$ cat src/rtl/adder2_serial_acc.sv
// adder2_serial_acc: digit-serial adder that processes two operand bits per clock.
// One 2-bit adder slice with a registered carry walks the operands LSB digit first.
//
// Ports:
//   clk, rst            rising-edge clock, synchronous active-high reset
//   in_valid/in_ready   operand handshake for a, b (and sub when enabled)
//   a, b                WIDTH-bit unsigned operands
//   out_valid/out_ready result handshake for sum, cout
//   sum, cout           {cout,sum} = a+b (or a-b mod 2^WIDTH when sub=1)
//
// Optional feature macro: ADDER2_SUB_EN
//   Adds input port sub. With sub=1, B digits are inverted before the slice and
//   the initial carry is 1, giving a-b mod 2^WIDTH; cout=1 means no borrow.

// 2-bit adder slice: r = a_dig + b_dig + cin, with r[2] as carry out.
module adder2_slice (
  input  logic [1:0] a_dig,
  input  logic [1:0] b_dig,
  input  logic       cin,
  output logic [2:0] r
);

  assign r = {1'b0, a_dig} + {1'b0, b_dig} + {2'b00, cin};

endmodule

module adder2_serial_acc #(
  parameter int unsigned WIDTH = 8
) (
  input  logic             clk,
  input  logic             rst,
`ifdef ADDER2_SUB_EN
  input  logic             sub,
`endif
  input  logic             in_valid,
  output logic             in_ready,
  input  logic [WIDTH-1:0] a,
  input  logic [WIDTH-1:0] b,
  output logic             out_valid,
  input  logic             out_ready,
  output logic [WIDTH-1:0] sum,
  output logic             cout
);

  localparam int unsigned DIGITS = WIDTH / 2;
  localparam int unsigned CNT_W  = $clog2(DIGITS) + 1;

  // Odd or too-small widths cannot be split into 2-bit digits.
  generate
    if ((WIDTH < 2) || ((WIDTH % 2) != 0)) begin : g_bad_width
      $error("adder2_serial_acc: WIDTH must be even and >= 2");
    end
  endgenerate

  typedef enum logic [1:0] {
    IDLE = 2'd0,
    RUN  = 2'd1,
    DONE = 2'd2
  } state_t;

  state_t             state_q,     state_d;
  logic [WIDTH-1:0]   a_q,         a_d;
  logic [WIDTH-1:0]   b_q,         b_d;
  logic [WIDTH-1:0]   res_q,       res_d;
  logic               carry_q,     carry_d;
  logic [CNT_W-1:0]   cnt_q,       cnt_d;
  logic               in_ready_q,  in_ready_d;
  logic               out_valid_q, out_valid_d;

  // Subtract control: latched with the operands, constant 0 when the feature is absent.
  logic               sub_in_c;
  logic               sub_act_c;
`ifdef ADDER2_SUB_EN
  logic               sub_q,       sub_d;

  assign sub_in_c  = sub;
  assign sub_act_c = sub_q;
`else
  assign sub_in_c  = 1'b0;
  assign sub_act_c = 1'b0;
`endif

  // Slice operands: low digit of each shift register, B inverted for subtract.
  logic [1:0] slice_b_c;
  logic [2:0] slice_r_c;

  assign slice_b_c = sub_act_c ? ~b_q[1:0] : b_q[1:0];

  adder2_slice u_slice (
    .a_dig (a_q[1:0]),
    .b_dig (slice_b_c),
    .cin   (carry_q),
    .r     (slice_r_c)
  );

  // Next-state and datapath updates.
  always_comb begin
    state_d  = state_q;
    a_d      = a_q;
    b_d      = b_q;
    res_d    = res_q;
    carry_d  = carry_q;
    cnt_d    = cnt_q;
`ifdef ADDER2_SUB_EN
    sub_d    = sub_q;
`endif

    case (state_q)
      IDLE: begin
        // Operands are only loaded on a real accept, so X on idle inputs stays out.
        if (in_valid) begin
          a_d     = a;
          b_d     = b;
          carry_d = sub_in_c;
          cnt_d   = '0;
`ifdef ADDER2_SUB_EN
          sub_d   = sub;
`endif
          state_d = RUN;
        end
      end

      RUN: begin
        carry_d = slice_r_c[2];
        // New digit enters at the top; after DIGITS shifts it sits in place.
        res_d   = WIDTH'({slice_r_c[1:0], res_q} >> 2);
        a_d     = a_q >> 2;
        b_d     = b_q >> 2;
        cnt_d   = cnt_q + CNT_W'(1);
        if (cnt_q == CNT_W'(DIGITS - 1)) begin
          state_d = DONE;
        end
      end

      DONE: begin
        if (out_ready) begin
          state_d = IDLE;
        end
      end

      default: begin
        state_d = IDLE;
      end
    endcase

    // Handshake flags are registered copies of the upcoming state.
    in_ready_d  = (state_d == IDLE);
    out_valid_d = (state_d == DONE);
  end

  // State and datapath registers.
  always_ff @(posedge clk) begin
    if (rst) begin
      state_q     <= IDLE;
      a_q         <= '0;
      b_q         <= '0;
      res_q       <= '0;
      carry_q     <= 1'b0;
      cnt_q       <= '0;
      in_ready_q  <= 1'b1;
      out_valid_q <= 1'b0;
`ifdef ADDER2_SUB_EN
      sub_q       <= 1'b0;
`endif
    end else begin
      state_q     <= state_d;
      a_q         <= a_d;
      b_q         <= b_d;
      res_q       <= res_d;
      carry_q     <= carry_d;
      cnt_q       <= cnt_d;
      in_ready_q  <= in_ready_d;
      out_valid_q <= out_valid_d;
`ifdef ADDER2_SUB_EN
      sub_q       <= sub_d;
`endif
    end
  end

  assign in_ready  = in_ready_q;
  assign out_valid = out_valid_q;
  assign sum       = res_q;
  assign cout      = carry_q;

endmodule

$ cat config.mk
export PLATFORM = sky130hd
export DESIGN_NAME = adder2_serial_acc
export DESIGN_NICKNAME = d
export VERILOG_FILES = /design/src/rtl/adder2_serial_acc.sv
export SDC_FILE = /design/constraint.sdc
export NUM_CORES = 1
export LEC_CHECK = 0
export BUFFER_PORTS_ARGS = -buffer_cell sky130_fd_sc_hd__buf_2
export CORE_UTILIZATION = 59
export CTS_BUF_LIST = sky130_fd_sc_hd__clkbuf_4 sky130_fd_sc_hd__clkbuf_8
export DETAILED_ROUTE_END_ITERATION = 6
export GPL_ROUTABILITY_DRIVEN = 0
export GPL_TIMING_DRIVEN = 0
export PLACE_DENSITY = 0.95
export SETUP_SLACK_MARGIN = 0.5
export SLEW_MARGIN = 30
export SYNTH_ARGS = -nofsm -noshare
export SYNTH_HDL_FRONTEND = slang
export SYNTH_SLANG_ARGS = --single-unit
$ cat constraint.sdc
create_clock -name clk -period 3.9 [get_ports clk]
set_input_delay 0.78 -clock clk [delete_from_list [all_inputs] [get_ports clk]]
set_output_delay 0.78 -clock clk [all_outputs]
set_load 0.005 [all_outputs]
-- Word-level counts from Yosys, hierarchy flattened
Cells that the tools add are included.
- equality and inequality tests: 5
- mux-type cells: 12
- reduce and logical (&&, ||, !) cells: 4
- $add $sub $neg: 3
- operator list (cell ; number):
    8-bit case mux with 2 select lines ; 2
    8-bit 2-to-1 mux ; 2
    2-bit 2-to-1 mux ; 3
    2-bit case mux with 3 select lines ; 1
    3-bit case mux with 2 select lines ; 1
    2-bit == test, second input constant ; 2
    2-bit zero test ; 2
    2-bit by 2-bit adder with 3-bit output ; 1
    3-bit by 1-bit adder with 3-bit output ; 1
    3-bit by 1-bit adder with 3-bit output, second input constant ; 1
    3-bit by 2-bit == test with 1-bit output, second input constant ; 1
    3-bit 2-to-1 mux ; 1
    2-bit by 1-bit == test with 1-bit output, second input constant ; 1
    2-bit inequality test, second input constant ; 1
    1-bit case mux with 2 select lines ; 1
    2-bit AND reduction ; 1
    2-bit nonzero test ; 1
    1-bit 2-to-1 mux ; 1
- register bits: 32
- bits of input ports: 20
- logic and storage cells: 32
- output and inout bits: 11

-- Longest topological paths before layout
Gate-level depths: netlist (run 1).
- depth in word-level cells: 4
- depth in mapped cells: 6
- gate-level depth less buffers: 6

-- Modules after synthesis
A second synthesis (run 1) with hierarchy kept.
- cell total of the unflattened synthesis: 144
- area, all modules: 1405.1 µm²
- by module, submodules not included (module ; area each (µm²) ; instances ; cells each ; seq. area each (µm²)):
    adder2_serial_acc ; 1335.0 ; 1 ; 134 ; 640.6
    adder2_slice ; 70.1 ; 1 ; 10 ; 0.0

-- Least setup slack after synthesis (run 1)
No wires, ideal clock.
- path kind: register -> register
- start: register carry_q, in the netlist cout
- end: register res_q[7], in the netlist sum[7]
- buffers on the path: 0
- cell stages (with the launch flop): 7
- data required time: 3765 ps
- arrival time: 1369 ps
- library setup time: 135 ps
- path slack: 2396 ps
- clock period less this slack: 1504 ps
- path through: dfxtp_1 > inv_1 > fa_1 > inv_1 > fa_1 > nand2_1 > a21oi_1
- word-level cells in the longest chain between the ends: 1
- ends and longest elaborated chain (item ; line ; text):
    from (decl) ; 65 ; logic carry_q, carry_d;
    from (signal assigned) ; 170 ; carry_q <= carry_d;
    3-bit by 1-bit adder with 3-bit output ; 23 ; assign r = {1'b0, a_dig} + {1'b0, b_dig} + {2'b00, cin};
    named net slice_r_c[1] ; 85 ; logic [2:0] slice_r_c;
    to (signal assigned) ; 169 ; res_q <= res_d;
    to (decl) ; 64 ; logic [WIDTH-1:0] res_q, res_d;
The timed path passes the listed nets, and every way through them passes these cells.
A chain may end at the register's enable or synchronous reset.

-- Final worst setup path (run 1)
Same ends and word-level chain as after synthesis.

==> results of run 1 <==
==> synthesized netlist by cell type, drive strengths merged <==
cell      n  share of area [%]
a22oi     6                3.2
mux2i    14                9.9
nand2    14                3.7
a21oi     8                2.8
nor3b     2                1.1
nor3      1               0.35
nor2     23                7.3
buf       7                5.0
nand2b    1               0.44
a211oi   13                 11
dfxtp    32                 45
fa        2                2.8
a2bb2oi   1               0.62
ha        2                1.8
o21bai    2                1.3
and2b     1               0.53
inv       6                1.6
o21ba     1               0.70
clkbuf    3               0.79
==> path summary, 6_finish.rpt <==
check	start	endpoint	slack (ns)	depth (start not counted)
min reg2reg	sum[1]	sum[1]	0.46	2
max	cout	sum[7]	2.23	6
max reg2reg	cout	sum[7]	2.23	6
min	sum[1]	sum[1]	0.46	2
==> registers in the layout, summed over array words and instances (netlist names) <==
signal     flops
out_valid      1
a_q            8
b_q            8
cnt_q          3
cout           1
in_ready       1
sum            8
state_q        2
==> cells by family after synthesis <==
| group | after synthesis | share of synthesized area [%] |
|---|---|---|
| buf+inv | 16 | 7.39 |
| simple gates | 42 | 13.4 |
| flops | 32 | 45.1 |
| compound gates | 31 | 19.7 |
| fa+ha+maj | 4 | 4.58 |
| mux | 14 | 9.86 |
==> placed cells by master, fill, tap and decap left out, types with 2 or more instances in the layout <==
| cell type | instances |
|---|---|
| buf_6 | 3 |
| nand2_1 | 14 |
| clkbuf_4 | 5 |
| clkbuf_1 | 3 |
| buf_2 | 32 |
| nor3b_1 | 2 |
| a22oi_1 | 6 |
| fa_1 | 2 |
| dfxtp_1 | 32 |
| a211oi_2 | 12 |
| inv_1 | 6 |
| mux2i_1 | 14 |
| nor2_2 | 7 |
| nor2_1 | 16 |
| a21oi_1 | 8 |
| ha_1 | 2 |
==> power by group through the flow <==
stage,clock network [µW],logic [µW],registers [µW]
finish,251,106,358
global route,265,114,360
CTS,255,105,358
detailed placement,0,103,365
global placement,0,97.1,364
floorplan,0,73.0,363
==> layer usage <==
layer  track usage (%)  wire [µm]  vias to the layer above  share of wire, %
met5                 0          0                        -                 0
met4              10.6         84                        0               2.7
met3              9.82        221                       10               7.1
met2              49.3       1630                       54                52
met1              28.0       1180                      561                38
li1                  -          -                      553                 -
==> cell type report <==
class	instances	area [µm²]	area share [%]
inverters	6	22.5	1.34
flip-flops and latches	32	641	38.0
clock buffers	5	37.5	2.23
plain buffers	10	82.6	4.90
multi-input cells	91	676	40.1
well taps	28	35.0	2.08
repair buffers	30	150	8.90
clock inverters	3	42.5	2.52
==> worst max-delay path, stage by stage, from the launching register on <==
cell	delay (ns)
dfxtp_1	0.39
inv_1	0.08
fa_1	0.41
inv_1	0.07
fa_1	0.44
nand2_1	0.09
a21oi_1	0.06
==> metrics by stage <==
stage                     instances  hold slack (ns)
after detailed placement        197            0.453
after CTS                       205            0.467
after floorplan                 139            0.453
final                           205            0.461
after global placement          197            0.438
after global routing            205            0.497
==> metrics.txt, run 1 <==
worst-margin pin slew 0.552 ns; Horiz. Die Dim 51.1 µm; Slew Viols, Final 0; minimum clock period 1.67 ns; Die H 51.1 µm; CTS Sinks 32; Clock transition at path regs 0.11 ns; Synth Cell Area 1420 µm²; Flop pwr share 50.1%; critical path arrival 1.89 ns; CP startpoint kind flip-flop; Rows 17; Clock Tree Buf Depth 2; status finished, final reports clean; Crit Path Class reg2reg; # nets final 200; first-pass GRT wire length about 5000 µm; maximum VDD drop 0.000346 V; fill count between 150 and 200; First DRT Iteration DRCs 34; HP Class reg2reg; pre-CTS setup slack 2.24 ns; Slew headroom 63.1%; total gr overflow 0; PD cells 424 nW/µm²; Final Util 75.5%; Total Power 715 µW; Die Area 2610 µm²; Syn Area/Cell between 10 and 15 µm²; Final setup violation count 0; Final ANT Viol Nets 0; post-route design area ~1700 µm²; Yosys cell types 25; RSZ-0062 raised after global routing false; maxcap violations 0; largest net degree at the start of global routing 12; drt pass-1 iters 4; Comb pwr share 14.8%; placed inst area approximately 1600 µm²; share of layout cells above drive strength 1 36.7%; FF+latch count, synth 32; f_max around 600 MHz; Power Internal 527 µW; static leakage 0.000722 µW; final hold vios 0; PnR worst setup slack 2.23 ns; CTS buffer count 5; Post-Syn Nets 163; post_cts resized 0; Starting Density 63.6%; CP endpoint kind flip-flop; initial antenna violation count 0; Post-route DRC 0; clock power share 35.1%; # H-tree levels 2; final cycle utilization of the critical path 42.9%; CTS root buf clkbuf_4; routed vias 1178; ant diodes 0; drt total wl 3110 µm; Sw Share about a quarter; routed len/inst 15.2 µm; post-synthesis cell count roughly 140; IO Port Bufs 30; Ports 31; Global Route Usage Sum 27.2%; WP data required about 4 ns; register area share after synthesis 45.1%; DP Wirelength approximately 2100 µm; Post-CTS Hold Buffers 0; Area growth, synth to finish 18.7%; total core area between 2000 and 2500 µm²; Post-CTS Setup Inserts 0; crit-path max FO 3; latest clock arrival within the worst-skew pair 0.34 ns; P_sw between 150 and 200 µW; via/cell ratio 5.75; Setup Skew around 0.0091 ns; vias in the first global route 1169; CTS tree yes; setup TNS 0 ns; YS warnings 0
Power figures use the tool's default switching activity.
==> inputs of run 2 (changes only) <==
--- a/config.mk
+++ b/config.mk
@@ -5,13 +5,14 @@
 export SDC_FILE = /design/constraint.sdc
 export NUM_CORES = 1
 export LEC_CHECK = 0
+export ABC_AREA = 1
 export BUFFER_PORTS_ARGS = -buffer_cell sky130_fd_sc_hd__buf_2
-export CORE_UTILIZATION = 59
+export CORE_UTILIZATION = 57
 export CTS_BUF_LIST = sky130_fd_sc_hd__clkbuf_4 sky130_fd_sc_hd__clkbuf_8
 export DETAILED_ROUTE_END_ITERATION = 6
 export GPL_ROUTABILITY_DRIVEN = 0
 export GPL_TIMING_DRIVEN = 0
-export PLACE_DENSITY = 0.95
+export PLACE_DENSITY = 0.92
 export SETUP_SLACK_MARGIN = 0.5
 export SLEW_MARGIN = 30
 export SYNTH_ARGS = -nofsm -noshare
==> constraint.sdc (replaced) <==
create_clock -name clk -period 1.66 [get_ports clk]
set_input_delay 0.332 -clock clk [delete_from_list [all_inputs] [get_ports clk]]
set_output_delay 0.332 -clock clk [all_outputs]
set_load 0.005 [all_outputs]
==> run 2 against run 1 <==
Routed wire length up 2.4%; critical path depth unchanged; critical path type unchanged; global-route usage down 4.6 points; die area up 17%.
==> metrics.txt, run 2 <==
status finished, final reports clean; setup TNS 0 ns (unchanged); total gr overflow 0 (unchanged); static leakage 0.000954 µW (+32%); R2R Path Start b_q[0]; initial antenna violation count 0 (unchanged); critical path, cell by cell inv_2 > fa_2 > inv_2 > fa_1 > o21ai_1 > nor2_1; Reg2Reg Depth 6 (unchanged); CTS buffer count 5 (unchanged); Final setup violation count 0 (unchanged); Final ANT Viol Nets 0 (unchanged); FF+latch area 661 µm² (+3.1%); Starting Density 62.5% (-1.1 points); final hold vios 0 (unchanged); total core area 2590 µm² (+16%); Crit Path Class reg2reg; DP Wirelength 2180 µm (+2.7%); Hold Path Depth 3 (+1); Clock Tree Buf Depth 2 (unchanged); maxcap violations 0 (unchanged); CTS root buf clkbuf_4; Post-Syn Nets 244 (+50%); drt pass-1 iters 4 (unchanged); final cycle utilization of the critical path 88.5% (+46 points); top area cells in the synthesized netlist dfxtp_1, nand2_1, nor2_2, nor2_1, inv_1; # H-tree levels 2 (unchanged); ant diodes 0 (unchanged); Area growth, synth to finish 22.1%; Post-CTS Hold Buffers 0 (unchanged); Syn Area/Cell 7.36 µm² (-28%); Die H 55.3 µm (+8.3%); latest clock arrival within the worst-skew pair 0.34 ns (about the same); EDFF count, synth 0 (unchanged); via/cell ratio 4.75 (-17%); routed vias 1400 (+19%); CP endpoint sum[7]; routed len/inst 10.8 µm (-29%); Final Util 76.3% (+0.81 points); CP Launch Point b_q[0]; Die Area 3060 µm² (+17%); PD cells 901 nW/µm² (+110%); Rows 18 (+1); Yosys cell types 23 (-8.0%); FF-to-FF End sum[7]; minimum clock period 1.47 ns (-0.205 ns); Global Route Usage Sum 22.6% (-4.6 points); YS warnings 0 (unchanged); Setup Skew 0.0121 ns (+0.00303 ns); drt total wl 3190 µm (+2.4%); RSZ-0062 raised after global routing true; CP endpoint kind flip-flop; HP Class in2reg; f_max 681 MHz (+14%); post-synth top area share 39.6% (-5.5 points); Horiz. Die Dim 55.3 µm (+8.3%); top_reg_cell synth dfxtp_1; vias in the first global route 1279 (+9.4%); maximum VDD drop 0.000948 V (+170%); register area share after synthesis 39.6% (-5.5 points); critical path arrival 1.72 ns (-0.17 ns); count leader, synth nand2_1; PnR worst setup slack 0.191 ns (-2.03 ns); Ports 31 (unchanged); IO Port Bufs 30 (unchanged); Synth Cell Area 1620 µm² (+14%); commonest non-fill, non-tap cell in the layout nand2_1; area occupied by multi-input gates 795 µm² (+18%); CTS Sinks 32 (unchanged); worst-margin pin slew 0.521 ns (-0.0314 ns); most used cell, CP inv_2; FF-to-FF setup slack 0.19 ns (-2.03 ns); WP data required 1.91 ns (-2.20 ns); CTS tree yes; pre-CTS setup slack 0.184 ns (-2.06 ns); CP startpoint kind flip-flop; First DRT Iteration DRCs 34 (unchanged); post-synthesis cell count 220 (+58%); commonest non-fill, non-tap cells in the layout nand2_1, buf_2, nor2_1, nor2_2, inv_1; # nets final 288 (+44%); fill count 194 (+25%); Slew Viols, Final 0 (unchanged); top cells by count, synth nand2_1, dfxtp_1, nor2_1, nor2_2, inv_1; share of layout cells above drive strength 1 45.3% (+8.6 points); crit-path max FO 2 (-1); Clock transition at path regs 0.11 ns (about the same); Slew headroom 65.3% (+2.2 points); crit-path max cell delay 0.40 ns (-0.04 ns); first-pass GRT wire length 5350 µm (+6.6%); Post-route DRC 0 (unchanged); ys async rst share 0% (unchanged); post-synth top area cell dfxtp_1; FF+latch count, synth 32 (unchanged); largest net degree at the start of global routing 12 (unchanged); CP max-delay cell fa_1
run 2: final cells by class:
cell class,instances,area share (%)
Clock inverter,3,2.15
Tap cell,30,1.90
Sequential cell,32,33.4
Inverter,26,5.19
Clock buffer,5,1.90
Multi-Input combinational cell,152,40.2
Timing Repair Buffer,37,10.8
Buffer,10,4.49
run 2: cells by family (layout without fill, tap and decap cells):
family | count (synthesis) | count (layout) | synth area share (%)
buffers and inverters | 36 | 81 | 11.5
flip-flops | 32 | 32 | 39.6
AO/OA/AOI/OAI | 16 | 16 | 5.64
adder cells (fa/ha/maj) | 4 | 4 | 4.02
AND/OR/NAND/NOR | 132 | 132 | 39.3
run 2: through the flow:
step	instance area (µm²)	instances	total power (µW)	hold slack [ns]
3_3_place_gp	1810	280	1180	0.449
6_report	1980	295	1780	0.268
2_1_floorplan	1620	220	1100	0.440
5_1_grt	1980	295	1880	0.257
3_5_place_dp	1810	280	1190	0.462
4_1_cts	1930	291	1780	0.257
run 2: worst min path at each step:
stage,startpoint,to,slack (ns)
after floorplan,a_q[6],a_q[6],0.44
after global routing,a[7],a_q[7],0.26
final,b[7],b_q[7],0.27
after CTS,a[7],a_q[7],0.26
after detailed placement,a_q[7],a_q[7],0.46
after global placement,a_q[7],a_q[7],0.45
run 2: per-layer routing:
layer / track usage, % / routed length, µm
met3: 5.85 / 104
met2: 36.7 / 1600
met4: 14.3 / 59
met1: 26.5 / 1420
met5: 0 / 0
run 2: timing repair:
| action | in CTS | in global routing |
|---|---|---|
| pin swaps | 3 | 2 |
| buffers inserted | 3 | 4 |
| setup endpoints to repair | 20 | 30 |
| gates resized for setup | 10 | 9 |
run 2: worst max-delay path, delay by kind of cell, from the launching register on:
| family | cells | cell delay (ns) |
|---|---|---|
| simple gates | 1 | 0.04 |
| fa+ha+maj | 2 | 0.78 |
| buf+inv | 2 | 0.10 |
| flops | 1 | 0.34 |
| compound gates | 1 | 0.12 |
run 2: report_power, final:
| part | internal, µW | leakage, µW | switching [µW] | total [µW] |
|---|---|---|---|---|
| registers | 824 | 0.000269 | 27.8 | 852 |
| clock network | 314 | 0.0000412 | 280 | 594 |
| logic | 145 | 0.000644 | 191 | 337 |
| total | 1280 | 0.000954 | 499 | 1780 |
==> inputs of run 3 (changes only) <==
--- a/config.mk
+++ b/config.mk
@@ -7,6 +7,7 @@
 export LEC_CHECK = 0
 export ABC_AREA = 1
 export BUFFER_PORTS_ARGS = -buffer_cell sky130_fd_sc_hd__buf_2
+export CORE_ASPECT_RATIO = 1.5
 export CORE_UTILIZATION = 57
 export CTS_BUF_LIST = sky130_fd_sc_hd__clkbuf_4 sky130_fd_sc_hd__clkbuf_8
 export DETAILED_ROUTE_END_ITERATION = 6
==> run 3 against run 2 <==
Die area is 0.15% higher; sequential share of layout area barely moved; routed wire length grew 3.9%; sequential power is essentially flat; first-iteration DRC count grew 26%; utilization decreased by 3.8 points; clock power rose by 4.4%; critical path depth unchanged; design area is 1.8% lower; final cell count rose by 0.68%; clock skew decreased by 0.0040 ns; critical path type unchanged; critical endpoint unchanged; largest cell class unchanged; highest routed layer unchanged.
==> metrics.txt, run 3 (same netlist as run 2, synthesis figures left out) <==
total core area 2680 µm² (+3.3%); Die Area 3060 µm² (+0.15%); commonest non-fill, non-tap cell in the layout nand2_1; WP buf/inv 2 (unchanged); WP data required 1.85 ns (-0.06 ns); Hold Path Depth 3 (unchanged); CP max-delay cell fa_1; Slew headroom 65.4% (+0.16 points); Final Util 72.5% (-3.8 points); critical path, cell by cell inv_2 > fa_2 > inv_2 > fa_1 > o21ai_1 > nor2_1; IO Port Bufs 30 (unchanged); maxcap violations 0 (unchanged); vias in the first global route 1320 (+3.2%); Die H 67.3 µm (+22%); final cycle utilization of the critical path 90.1% (+1.5 points); initial antenna violation count 0 (unchanged); Clock Tree Buf Depth 2 (unchanged); Rows 23 (+5); CTS buffer count 5 (unchanged); Global Route Usage Sum 25.1% (+2.5 points); fill count 237 (+22%); RSZ-0062 raised after global routing true; # H-tree levels 2 (unchanged); Final setup violation count 0 (unchanged); minimum clock period 1.49 ns (+0.0257 ns); Worst Hold End a_q[7]; Top delay family on crit path adder cells; latest clock arrival within the worst-skew pair 0.29 ns (-0.05 ns); area occupied by multi-input gates 797 µm² (+0.31%); drt total wl 3310 µm (+3.9%); First DRT Iteration DRCs 43 (+26%); CP startpoint kind flip-flop; via/cell ratio 4.89 (+2.9%); CP Launch Point b_q[0]; maximum VDD drop 0.000992 V (+4.6%); routed vias 1451 (+3.6%); FF-to-FF setup slack 0.17 ns (-0.03 ns); Ports 31 (unchanged); HP Class in2reg; ant diodes 0 (unchanged); # nets final 283 (-1.7%); DP Wirelength 2270 µm (+3.9%); most used cell, CP inv_2; crit-path max cell delay 0.41 ns (about the same); HP Start a[7]; routed len/inst 11.2 µm (+3.2%); status finished, final reports clean; critical path arrival 1.68 ns (-0.04 ns); FF-to-FF End sum[7]; crit-path max FO 2 (unchanged); CTS tree yes; CTS Sinks 32 (unchanged); f_max 669 MHz (-1.7%); Setup Skew 0.00812 ns (-0.00403 ns); Post-CTS Hold Buffers 0 (unchanged); Starting Density 60.5% (-2.0 points); CP endpoint kind flip-flop; worst-margin pin slew 0.518 ns (-0.00247 ns); Clock transition at path regs 0.07 ns (-0.04 ns); FF+latch area 648 µm² (-1.9%); Horiz. Die Dim 45.5 µm (-18%); Final ANT Viol Nets 0 (unchanged); PD cells 927 nW/µm² (+2.8%); CTS root buf clkbuf_8; setup TNS 0 ns (unchanged); commonest non-fill, non-tap cells in the layout nand2_1, buf_2, nor2_1, nor2_2, dfxtp_1; Crit Path Class reg2reg; total gr overflow 0 (unchanged); Slew Viols, Final 0 (unchanged); R2R Path Start b_q[0]; first-pass GRT wire length 5460 µm (+2.2%); largest net degree at the start of global routing 11 (-1); static leakage 0.000933 µW (-2.2%); share of layout cells above drive strength 1 41.2% (-4.1 points); Area growth, synth to finish 19.9%; final hold vios 0 (unchanged); drt pass-1 iters 4 (unchanged); pre-CTS setup slack 0.160 ns (-0.0241 ns); Post-route DRC 0 (unchanged); Reg2Reg Depth 6 (unchanged); PnR worst setup slack 0.165 ns (-0.0257 ns)
[run 3: changes by cell type in the layout (fill, tap and decap cells not counted), moves of 2 or more]
cell,change
buf_4,-4
buf_6,-2
clkbuf_4,-5
clkbuf_8,+6
dfxtp_1,+8
dfxtp_2,-7
[run 3: stage by stage]
step                      power, µW  cell area, µm²  std cells  hold WS, ns
after floorplan                1100            1620        220        0.440
after global placement         1180            1820        287        0.451
after detailed placement       1190            1820        287        0.455
after CTS                      1800            1920        296        0.318
after global routing           1890            1940        297        0.318
final                          1800            1940        297        0.328
[run 3: worst max-delay path by stage]
stage / end / slack, ns / cells after the start
after floorplan: sum[7] / 0.23 / 6
after global routing: sum[7] / 0.09 / 6
after CTS: sum[7] / 0.16 / 6
after global placement: sum[7] / 0.19 / 6
after detailed placement: sum[7] / 0.16 / 6
final: sum[7] / 0.17 / 6
[run 3: routing by layer]
layer	track usage [%]	part of all wire, %
met2	40.4	51
met3	6.68	5.1
met1	28.3	41
met5	0	0
met4	16.7	3.3
[run 3: layout make-up]
| cell class | instances | area share (%) |
|---|---|---|
| inverter | 26 | 5.29 |
| sequential | 32 | 33.4 |
| timing repair buffer | 32 | 8.51 |
| tap | 37 | 2.39 |
| clock inverter | 2 | 0.516 |
| buffer | 10 | 4.58 |
| clock buffer | 6 | 4.26 |
| multi-input combinational | 152 | 41.1 |
[run 3: power breakdown]
part           internal [µW]  leakage [µW]  switching, µW
logic                    138      0.000616            190
clock network            330     0.0000510            289
registers                823      0.000266           28.4
[run 3: worst register-to-register path: stages, from the launching register on]
cell and delay, ns:
dfxtp_2 0.32, inv_2 0.05, fa_2 0.38, inv_2 0.06, fa_1 0.41, o21ai_1 0.14, nor2_1 0.05
[run 3: timing repair]
action	CTS	global route
resized for setup	1	7
buffers inserted	1	1
endpoints found under the setup margin	14	25
pin swaps	4	2
